File: config.mk
export PLATFORM = sky130hd
export DESIGN_NAME = wb_write_arbiter
export DESIGN_NICKNAME = d
export VERILOG_FILES = /design/src/rtl/wb_write_arbiter_pkg.sv /design/src/rtl/wb_fifo.sv /design/src/rtl/wb_write_arbiter.sv
export SDC_FILE = /design/constraint.sdc
export NUM_CORES = 1
export LEC_CHECK = 0
export BUFFER_PORTS_ARGS = -buffer_cell sky130_fd_sc_hd__buf_2
export CAP_MARGIN = 30
export CORE_MARGIN = 3
export CORE_UTILIZATION = 52
export CTS_BUF_LIST = sky130_fd_sc_hd__clkbuf_4 sky130_fd_sc_hd__clkbuf_8 sky130_fd_sc_hd__clkbuf_16
export CTS_CLUSTER_SIZE = 8
export DETAILED_ROUTE_END_ITERATION = 6
export PLACE_DENSITY_LB_ADDON = 0.15
export SYNTH_ARGS = -nofsm -noshare
export SYNTH_HDL_FRONTEND = slang
export SYNTH_SLANG_ARGS = --single-unit
File: constraint.sdc
create_clock -name clk -period 6.9 [get_ports clk]
set_input_delay 0.345 -clock clk [delete_from_list [all_inputs] [get_ports clk]]
set_output_delay 0.345 -clock clk [all_outputs]
set_load 0.03 [all_outputs]
File: src/rtl/wb_write_arbiter_pkg.sv
// wb_write_arbiter_pkg: shared sizes for the register-file write-port arbiter and its FIFO
package wb_write_arbiter_pkg;
  localparam int WB_FIFO_DEPTH = 4;
  localparam int REG_AW = 5;
  localparam int REG_DW = 32;
endpackage

File: src/rtl/wb_fifo.sv
// wb_fifo: DEPTH x {valid, addr, data} queue with push/pop, count and address-match invalidate
//   push/push_addr/push_data : store a new valid entry at the write pointer
//   pop                      : retire the head entry
//   inv/inv_addr             : clear the valid bit of every stored entry whose address matches
//   head_*                   : fields of the entry at the read pointer
//   count, valid, addrs      : occupancy and per-entry state for busy lookups
module wb_fifo
  import wb_write_arbiter_pkg::*;
#(
  parameter int DEPTH = WB_FIFO_DEPTH,
  parameter int AW = REG_AW,
  parameter int DW = REG_DW,
  localparam int PW = $clog2(DEPTH),
  localparam int CW = PW + 1
) (
  input  logic                   clk,
  input  logic                   rst,
  input  logic                   push,
  input  logic [AW-1:0]          push_addr,
  input  logic [DW-1:0]          push_data,
  input  logic                   pop,
  input  logic                   inv,
  input  logic [AW-1:0]          inv_addr,
  output logic                   head_valid,
  output logic [AW-1:0]          head_addr,
  output logic [DW-1:0]          head_data,
  output logic [CW-1:0]          count,
  output logic [DEPTH-1:0]       valid,
  output logic [DEPTH-1:0][AW-1:0] addrs
);
  logic [PW-1:0] rd, wr;
  logic [DEPTH-1:0][DW-1:0] data;
  logic [DEPTH-1:0] inv_vec, valid_n;
  // Invalidate hits only already-stored entries; a same-cycle push overrides its own slot as valid.
  always_comb begin
    for (int i = 0; i < DEPTH; i++) inv_vec[i] = inv && addrs[i] == inv_addr;
    valid_n = valid & ~inv_vec;
    if (pop) valid_n[rd] = 1'b0;
    if (push) valid_n[wr] = 1'b1;
  end
  always_ff @(posedge clk) begin
    if (rst) begin
      rd <= '0;
      wr <= '0;
      count <= '0;
      valid <= '0;
    end else begin
      rd <= rd + PW'(pop);
      wr <= wr + PW'(push);
      count <= count + CW'(push) - CW'(pop);
      valid <= valid_n;
    end
  end
  always_ff @(posedge clk) begin
    if (push) begin
      addrs[wr] <= push_addr;
      data[wr] <= push_data;
    end
  end
  assign head_valid = valid[rd];
  assign head_addr = addrs[rd];
  assign head_data = data[rd];
endmodule

File: src/rtl/wb_write_arbiter.sv
// wb_write_arbiter: merges MEM/WB writes with queued long-latency results onto one RF write port
//   pipe_we/pipe_waddr/pipe_wdata : non-stallable pipeline write, always owns the port
//   lu_valid/lu_waddr/lu_wdata/lu_ready : long-latency result channel into the FIFO
//   rf_we/rf_waddr/rf_wdata       : combinational register file write port
//   q1_addr/q1_busy, q2_addr/q2_busy : decode lookups for registers with pending queued writes
module wb_write_arbiter
  import wb_write_arbiter_pkg::*;
#(
  parameter int DEPTH = WB_FIFO_DEPTH,
  parameter int AW = REG_AW,
  parameter int DW = REG_DW
) (
  input  logic          clk,
  input  logic          rst,
  input  logic          pipe_we,
  input  logic [AW-1:0] pipe_waddr,
  input  logic [DW-1:0] pipe_wdata,
  input  logic          lu_valid,
  input  logic [AW-1:0] lu_waddr,
  input  logic [DW-1:0] lu_wdata,
  output logic          lu_ready,
  output logic          rf_we,
  output logic [AW-1:0] rf_waddr,
  output logic [DW-1:0] rf_wdata,
  input  logic [AW-1:0] q1_addr,
  output logic          q1_busy,
  input  logic [AW-1:0] q2_addr,
  output logic          q2_busy
);
  localparam int CW = $clog2(DEPTH) + 1;
  logic slot, push, pop, head_valid, hit1, hit2;
  logic [AW-1:0] head_addr;
  logic [DW-1:0] head_data;
  logic [CW-1:0] count;
  logic [DEPTH-1:0] valid;
  logic [DEPTH-1:0][AW-1:0] addrs;
  wb_fifo #(.DEPTH(DEPTH), .AW(AW), .DW(DW)) u_fifo (
    .clk(clk),
    .rst(rst),
    .push(push),
    .push_addr(lu_waddr),
    .push_data(lu_wdata),
    .pop(pop),
    .inv(slot),
    .inv_addr(pipe_waddr),
    .head_valid(head_valid),
    .head_addr(head_addr),
    .head_data(head_data),
    .count(count),
    .valid(valid),
    .addrs(addrs)
  );
  // Outputs are gated by rst because the FIFO state only clears at the end of the reset cycle.
  always_comb begin
    slot = pipe_we && pipe_waddr != '0;
    lu_ready = !rst && count < CW'(DEPTH);
    push = lu_valid && lu_ready && lu_waddr != '0;
    pop = !rst && !slot && count != '0;
    rf_we = rst ? 1'b0 : slot ? 1'b1 : pop && head_valid;
    rf_waddr = rst ? '0 : slot ? pipe_waddr : pop ? head_addr : '0;
    rf_wdata = rst ? '0 : slot ? pipe_wdata : pop ? head_data : '0;
    hit1 = push && lu_waddr == q1_addr;
    hit2 = push && lu_waddr == q2_addr;
    for (int i = 0; i < DEPTH; i++) begin
      hit1 = hit1 || (valid[i] && addrs[i] == q1_addr);
      hit2 = hit2 || (valid[i] && addrs[i] == q2_addr);
    end
    q1_busy = !rst && q1_addr != '0 && hit1;
    q2_busy = !rst && q2_addr != '0 && hit2;
  end
endmodule

==> impl_metrics.json, run 1 <==
{
  "n_antenna_cell": 0,
  "finish.instance_area_mm2": 0.00853,
  "post_drt_wl_per_cell_um": 21.3,
  "crit_type": "in -> reg",
  "p_leak_nw": 3.05,
  "yosysUniqueCellTypes": 35,
  "totalWireLength_um": 15600,
  "antenna_found_initial": 3,
  "slew_headroom": 0.382,
  "via_per_inst": 5.74,
  "syn_area_per_cell_um2": 17.0,
  "drt_iter0_drc": 279,
  "cts_resized": 0,
  "portBuffers": 128,
  "finalHoldViolations": 0,
  "hold_ws_ps": 138,
  "synthTopCellsByArea": "edfxtp_1 (62%), mux4_2 (12%), xor2_1 (5.7%)",
  "clk_pin_slew_ps": 60,
  "synth.top_cell.area_share": 0.619,
  "fin_skew_ps": 6.07,
  "critPathArrivalTime_ps": 3320,
  "synthesis.area_mm2": 0.00717,
  "critPathTopFamily": "simple AND/OR/NAND/NOR gates",
  "register_area_mm2": 0.00467,
  "worst_slew_pin_slew_ps": 924,
  "fin_nets": 634,
  "root_buffer": "clkbuf_16",
  "hold_path_class": "in -> reg",
  "critPathRequiredTime_ps": 7200,
  "grt_max_degree": 44,
  "reg2reg_depth": 10,
  "synth_cells": 422,
  "yosysMostFrequentCell": "edfxtp_1",
  "cts_setup_buffers": 0,
  "outcome": "finished clean",
  "crit_cells": 11,
  "worstPathCellList": "buf_2 -> or4_4 -> o21ai_4 -> and2_2 -> ha_1 -> inv_1 -> ha_1 -> inv_1 -> fa_1 -> xnor2_1 -> nor2_1",
  "dr.pass1.iters": 4,
  "initial_core_util": 0.537,
  "grtUsageTotal": 0.219,
  "overflow": 0,
  "yosysTopAreaCell": "edfxtp_1",
  "crit_path_end_kind": "flip-flop",
  "numCtsBuffers": 17,
  "path_buf_inv": 3,
  "synth_ff_type": "edfxtp_1",
  "cts_max_path_buffers": 2,
  "fp.coreArea_mm2": 0.0133,
  "critPathLaunchType": "input pin",
  "cp_slowest_cell": "and2_2",
  "cts.sinks": 159,
  "synth-async-reset-ratio": 0,
  "die_w_um": 123,
  "vias": 4189,
  "yosys_warnings": 0,
  "hold_depth": 1,
  "multi_input_area_mm2": 0.00235,
  "syn_nets": 515,
  "rows": 42,
  "nFillCells": 992,
  "setup_violations": 0,
  "ant_nets": 0,
  "vdd_drop_max_v": 0.000248,
  "drive_above_1_share": 0.379,
  "grt_first_pass_wirelength_um": 24100,
  "synthTopCellsByCount": "edfxtp_1 (148), xor2_1 (47), mux4_2 (38)",
  "fmaxAchievable_ghz": 0.331,
  "drv_cap": 0,
  "ys_seq_elements": 159,
  "p_per_area_mw_per_mm2": 282,
  "dieArea_mm2": 0.0152,
  "dp_hpwl_um": 10200,
  "placed_cell_area_mm2": 0.00798,
  "gp_congestion": 0.931,
  "cts_tree": "done",
  "rsz0062_at_grt": "false",
  "first_global_vias": 4305,
  "max_stage_delay_ps": 800,
  "ctsHoldBuffers": 0,
  "yosysSeqAreaShare": 0.650,
  "post-route-period-util": 0.437,
  "path_max_fanout": 43,
  "area_delta_synth_final_pct": 18.9,
  "synth_edf_count": 148,
  "clock_latency_ps": 420,
  "drcViolationCount": 0,
  "setup_tns_ps": 0,
  "pin_count": 129,
  "slew_violations": 0,
  "h-tree-depth": 4,
  "die_h_um": 123,
  "period_minus_slack_ps": 3020
}
-- metal layers --
layer  routed length (µm)  track usage
met1                 6440        0.286
met2                 7900        0.349
met4                  327       0.0907
met5                   39            0
met3                  851       0.0613
-- through the flow --
stage	utilization	power (W)	setup slack, ps	instances
after floorplan	-	0.00144	2260	422
after global placement	0.595	0.00155	3490	696
after detailed placement	0.598	0.00156	3400	698
after CTS	0.639	0.00243	3860	730
after global routing	0.639	0.00250	3680	730
final	0.639	0.00240	3880	730
-- path summary, 6_finish.rpt --
| kind | startpoint | end | slack (ps) |
|---|---|---|---|
| worst max-delay path | pipe_waddr[2] | u_fifo.count[2] | 3880 |
| worst min-delay path | lu_wdata[9] | u_fifo.data[41] | 140 |
| worst min register to register | u_fifo.wr[1] | u_fifo.wr[1] | 610 |
| worst max register to register | u_fifo.count[1] | u_fifo.count[2] | 4250 |
-- flip-flops by register name (all words and copies together), names as in the netlist --
signal        count
u_fifo.valid      4
u_fifo.wr         2
u_fifo.addrs     20
u_fifo.rd         2
u_fifo.data     128
u_fifo.count      3
-- cell families after synthesis --
| kind of cell | synth area share |
|---|---|
| flip-flops | 0.650 |
| XOR/XNOR | 0.0903 |
| AO/OA/AOI/OAI | 0.0652 |
| AND/OR/NAND/NOR | 0.0394 |
| buffers and inverters | 0.0258 |
| multiplexers | 0.119 |
| adder cells (fa/ha/maj) | 0.00977 |
-- final cells by class --
cell class	instances	share of cell area
repair buffers	135	0.0842
flip-flops and latches	159	0.547
multi-input cells	222	0.275
inverters	6	0.00264
clock buffers	17	0.0499
clock inverters	15	0.0147
well taps	176	0.0258
-- where the power goes --
| group | total (W) | switching, W | internal (W) |
|---|---|---|---|
| Clock | 0.000872 | 0.000350 | 0.000521 |
| Combinational | 0.000382 | 0.000207 | 0.000175 |
| Sequential | 0.00115 | 0.0000519 | 0.00110 |
-- cells in the final DEF, fill, tap and decap left out, types with 3 or more instances in the layout --
master	n
clkinv_1	7
a22o_1	35
o41ai_1	4
nor3_1	3
clkinv_2	3
nand3_1	14
ha_1	4
inv_1	6
edfxtp_1	148
a31oi_1	4
clkbuf_16	17
mux4_2	38
nor2b_1	3
nor2_1	10
nor4_1	10
buf_2	128
dfxtp_1	9
xor2_1	47
xnor2_1	27
buf_4	5
(Power assumes the default switching activity.)
==> run 2, diff against run 1 <==
- CORE_UTILIZATION: 52 -> 50
- clock period: 6.9 -> 2.55 ns (I/O delays scaled with it)
==> impl_metrics.json, run 2 (same netlist as run 1, synthesis figures left out) <==
{
  "outcome": "finished clean",
  "die_w_um": 126,
  "period_minus_slack_ps": 2430,
  "totalWireLength_um": 16000,
  "final_common_cell": "edfxtp_1",
  "ant_nets": 0,
  "rows": 43,
  "r2r-end": "u_fifo.count[2]",
  "fp.coreArea_mm2": 0.0139,
  "hold_path_class": "in -> reg",
  "final_cell_mix": "edfxtp_1 (148), buf_2 (128), xor2_1 (47), mux4_2 (38), a22o_1 (35)",
  "worstPathCellList": "xor2_1 -> nor4_2 -> nand3_1 -> and4_1 -> a221oi_1 -> buf_2",
  "slew_headroom": 0.662,
  "grtUsageTotal": 0.210,
  "portBuffers": 128,
  "final_util": 0.651,
  "dieArea_mm2": 0.0158,
  "pin_count": 129,
  "fin_nets": 686,
  "drcViolationCount": 0,
  "post-route-period-util": 0.953,
  "cts.sinks": 159,
  "max_stage_delay_ps": 500,
  "root_buffer": "clkbuf_16",
  "h-tree-depth": 4,
  "numCtsBuffers": 17,
  "crit_path_end_kind": "output pin",
  "p_per_area_mw_per_mm2": 733,
  "grt_max_degree": 43,
  "drt_iter0_drc": 232,
  "timing.reg2reg.setup_slack_ps": 500,
  "hold_ws_ps": 48.7,
  "post_drt_wl_per_cell_um": 20.3,
  "cts_max_path_buffers": 2,
  "slew_violations": 0,
  "die_h_um": 126,
  "setup_violations": 0,
  "antenna_found_initial": 0,
  "vdd_drop_max_v": 0.000448,
  "worst_slew_pin_slew_ps": 507,
  "vias": 4444,
  "fmaxAchievable_ghz": 0.411,
  "initial_core_util": 0.515,
  "r2r-start": "u_fifo.count[1]",
  "largest_register": "u_fifo.data",
  "dr.pass1.iters": 4,
  "critPathRequiredTime_ps": 2420,
  "cp_slowest_cell": "edfxtp_1",
  "first_global_vias": 4801,
  "area_delta_synth_final_pct": 26.4,
  "finalHoldViolations": 0,
  "drive_above_1_share": 0.396,
  "critPathLaunchType": "flip-flop",
  "clk_pin_slew_ps": 60,
  "dp_hpwl_um": 10600,
  "via_per_inst": 5.65,
  "overflow": 0,
  "critPathLaunch": "u_fifo.addrs[17]",
  "n_antenna_cell": 0,
  "nFillCells": 991,
  "critPathArrivalTime_ps": 2300,
  "fin_skew_ps": 12.9,
  "clock_latency_ps": 430,
  "path_max_fanout": 4,
  "crit_type": "reg -> out",
  "crit_path_end": "q2_busy",
  "p_leak_nw": 3.30,
  "reg2reg_depth": 10,
  "reg_top3": "u_fifo.data x128, u_fifo.addrs x20, u_fifo.valid x4",
  "largest_register_ff_count": 128,
  "gp_congestion": 0.877,
  "cts_tree": "done",
  "grt_first_pass_wirelength_um": 25500,
  "drv_cap": 0
}
==> run 2: layout make-up <==
type,count,area (µm²),share of cell area
Clock buffer,26,505,0.0557
Sequential cell,159,4670,0.515
Tap cell,180,225,0.0248
Timing Repair Buffer,187,1200,0.133
Clock inverter,6,60.1,0.00662
Inverter,6,22.5,0.00248
Multi-Input combinational cell,222,2380,0.263
==> run 2: timing repair <==
action                                 4_1_cts  5_1_grt
setup buffers                                0        2
hold buffers                                32        0
endpoints found under the hold margin      128        0
setup endpoints to repair                    0        1
resized for setup                            0        2
==> run 2: how the worst min path moves through the flow <==
stage	from	to	slack, ps	cells after the start
after floorplan	lu_waddr[0]	u_fifo.addrs[0]	230	0
after global placement	lu_wdata[6]	u_fifo.data[102]	340	1
after detailed placement	lu_wdata[16]	u_fifo.data[80]	350	1
after CTS	lu_waddr[4]	u_fifo.addrs[14]	40	2
after global routing	lu_waddr[3]	u_fifo.addrs[3]	60	2
final	lu_waddr[4]	u_fifo.addrs[14]	50	2
==> run 2: routing by layer <==
layer | GRT usage | part of all wire
met3 | 0.0458 | 0.045
met4 | 0.0871 | 0.024
met2 | 0.354 | 0.51
met5 | 0 | 0
met1 | 0.267 | 0.42
==> run 2: power by group <==
group,switching [W],leakage [nW],internal [W]
Clock,0.000938,0.282,0.00146
Sequential,0.0000626,1.43,0.00297
Combinational,0.000662,1.59,0.000548
==> run 2: stage by stage <==
stage          area [µm²]  instances  TNS [ps]  worst slack (ps)  total power [W]
6_report             9070        786         0               119          0.00664
5_1_grt              9070        786     -18.6             -18.6          0.00690
4_1_cts              9040        784         0              30.1          0.00670
3_5_place_dp         8150        720         0               181          0.00427
3_3_place_gp         8120        718         0              70.3          0.00424
2_1_floorplan        7210        422         0             0.999          0.00391
==> run 2: worst max-delay path, delay by kind of cell (launching register included) <==
family	cells	cell delay [ps]
AND/OR/NAND/NOR	3	650
flip-flops	1	500
buffers and inverters	1	250
XOR/XNOR	1	210
AO/OA/AOI/OAI	1	270
==> run 3, diff against run 2 <==
- BUFFER_PORTS_ARGS: -buffer_cell sky130_fd_sc_hd__buf_2 -> not set
- CORE_UTILIZATION: 50 -> 52
- DONT_BUFFER_PORTS: not set -> 1
==> impl_metrics.json, run 3 (same netlist as run 1, synthesis figures left out) <==
{
  "outcome": "finished clean",
  "root_buffer": "clkbuf_16",
  "ant_nets": 0,
  "reg_top3": "u_fifo.data x128, u_fifo.addrs x20, u_fifo.valid x4",
  "drv_cap": 0,
  "crit_type": "reg -> out",
  "grtUsageTotal": 0.207,
  "grt_max_degree": 43,
  "p_sw_w": 0.00163,
  "cts_max_path_buffers": 2,
  "hold-path-endpoint": "u_fifo.valid[2]",
  "swShare": 0.250,
  "fin_nets": 560,
  "max_stage_delay_ps": 500,
  "clk_pin_slew_ps": 60,
  "dr.pass1.iters": 4,
  "rsz0062_at_grt": "false",
  "hold_depth": 5,
  "portBuffers": 0,
  "path_max_fanout": 4,
  "cts.sinks": 159,
  "setup_violations": 0,
  "final_common_cell": "edfxtp_1",
  "antenna_found_initial": 0,
  "drcViolationCount": 0,
  "drt_iter0_drc": 252,
  "via_per_inst": 6.06,
  "slew_violations": 0,
  "pin_count": 129,
  "vdd_drop_max_v": 0.000629,
  "dp_hpwl_um": 10000,
  "initial_core_util": 0.537,
  "critPathLaunchType": "flip-flop",
  "hold_path_class": "in -> reg",
  "fp.coreArea_mm2": 0.0133,
  "critPathRequiredTime_ps": 2420,
  "totalWireLength_um": 15400,
  "total_power_w": 0.00653,
  "overflow": 0,
  "drive_above_1_share": 0.221,
  "worstPathCellList": "xor2_1 -> nor4_2 -> nand3_1 -> and4_1 -> a221oi_1 -> buf_4",
  "critPathArrivalTime_ps": 2280,
  "post-route-period-util": 0.943,
  "gp_congestion": 0.885,
  "cp_slowest_cell": "edfxtp_1",
  "timing.reg2reg.setup_slack_ps": 470,
  "placed_cell_area_mm2": 0.00751,
  "final_cell_mix": "edfxtp_1 (148), xor2_1 (47), mux4_2 (38), dlygate4sd3_1 (38), a22o_1 (35)",
  "largest_register": "u_fifo.data",
  "grt_first_pass_wirelength_um": 22800,
  "largest_register_ff_count": 128,
  "n_antenna_cell": 0,
  "r2r-end": "u_fifo.count[2]",
  "period_minus_slack_ps": 2400,
  "first_global_vias": 4102,
  "reg2reg_depth": 10,
  "cts_tree": "done",
  "post_drt_wl_per_cell_um": 23.5,
  "numCtsBuffers": 17,
  "clock_latency_ps": 420,
  "dieArea_mm2": 0.0152,
  "worst_slew_pin_slew_ps": 552,
  "p_seq_frac": 0.470,
  "clkPwrFrac": 0.374,
  "fmaxAchievable_ghz": 0.416,
  "area_delta_synth_final_pct": 18.6,
  "fin_skew_ps": 16.3,
  "die_w_um": 123,
  "hp-start": "pipe_waddr[2]",
  "setup_tns_ps": 0,
  "rows": 42,
  "finalHoldViolations": 0,
  "h-tree-depth": 4,
  "p_leak_nw": 2.77,
  "die_h_um": 123,
  "nFillCells": 972,
  "intPower_w": 0.00490,
  "r2r-start": "u_fifo.count[1]",
  "combPwrFrac": 0.156,
  "finish.instance_area_mm2": 0.00851,
  "p_per_area_mw_per_mm2": 768,
  "vias": 3978,
  "slew_headroom": 0.632,
  "crit_path_end_kind": "output pin"
}
[run 3: repair_timing]
item	CTS	global route
hold endpoints to repair	159	0
setup buffers	0	0
endpoints found under the setup margin	0	2
gates resized for setup	0	3
hold buffers	38	0
[run 3: per-stage QoR]
| stage | cells | utilization | hold WS, ps | setup WS, ps |
|---|---|---|---|---|
| 2_1_floorplan | 422 | - | 226 | 0.999 |
| 3_3_place_gp | 584 | 0.560 | 194 | 75.9 |
| 3_5_place_dp | 585 | 0.562 | 196 | 130 |
| 4_1_cts | 655 | 0.634 | 180 | 47.0 |
| 5_1_grt | 656 | 0.638 | 204 | 19.2 |
| 6_report | 656 | 0.638 | 199 | 145 |
[run 3: how the worst max path moves through the flow]
stage / start / to / slack [ps] / cells past startpoint
after floorplan: pipe_waddr[3] / u_fifo.count[2] / 1 / 13
after global placement: u_fifo.count[2] / u_fifo.addrs[8] / 80 / 5
after detailed placement: u_fifo.count[2] / u_fifo.data[29] / 130 / 5
after CTS: u_fifo.addrs[17] / q2_busy / 50 / 6
after global routing: u_fifo.addrs[7] / q2_busy / 20 / 6
final: u_fifo.addrs[7] / q2_busy / 150 / 6
[run 3: critical path, delay by kind of cell, from the launching register on]
kind | cells | cell delay, ps
AO/OA/AOI/OAI | 1 | 250
XOR/XNOR | 1 | 220
buffers and inverters | 1 | 200
flip-flops | 1 | 500
AND/OR/NAND/NOR | 3 | 690
[run 3: power by group through the flow]
stage          Sequential (W)  Clock (W)  Combinational, W
6_report              0.00307    0.00244           0.00102
3_5_place_dp          0.00313          0          0.000945
5_1_grt               0.00308    0.00260           0.00110
2_1_floorplan         0.00307          0          0.000841
4_1_cts               0.00307    0.00248           0.00102
3_3_place_gp          0.00312          0          0.000928
[run 3: layout make-up]
class                           count  area [µm²]  area share
Clock inverter                     13         138      0.0162
Clock buffer                       19         440      0.0517
Timing Repair Buffer               61         631      0.0741
Sequential cell                   159        4670       0.549
Tap cell                          176         220      0.0259
Inverter                            6        22.5     0.00265
Multi-Input combinational cell    222        2390       0.281
[run 3: per-layer routing]
| layer | GRT usage | share of wire |
|---|---|---|
| met1 | 0.283 | 0.42 |
| met2 | 0.334 | 0.50 |
| met3 | 0.0439 | 0.064 |
| met4 | 0.0678 | 0.012 |
| met5 | 0 | 0 |
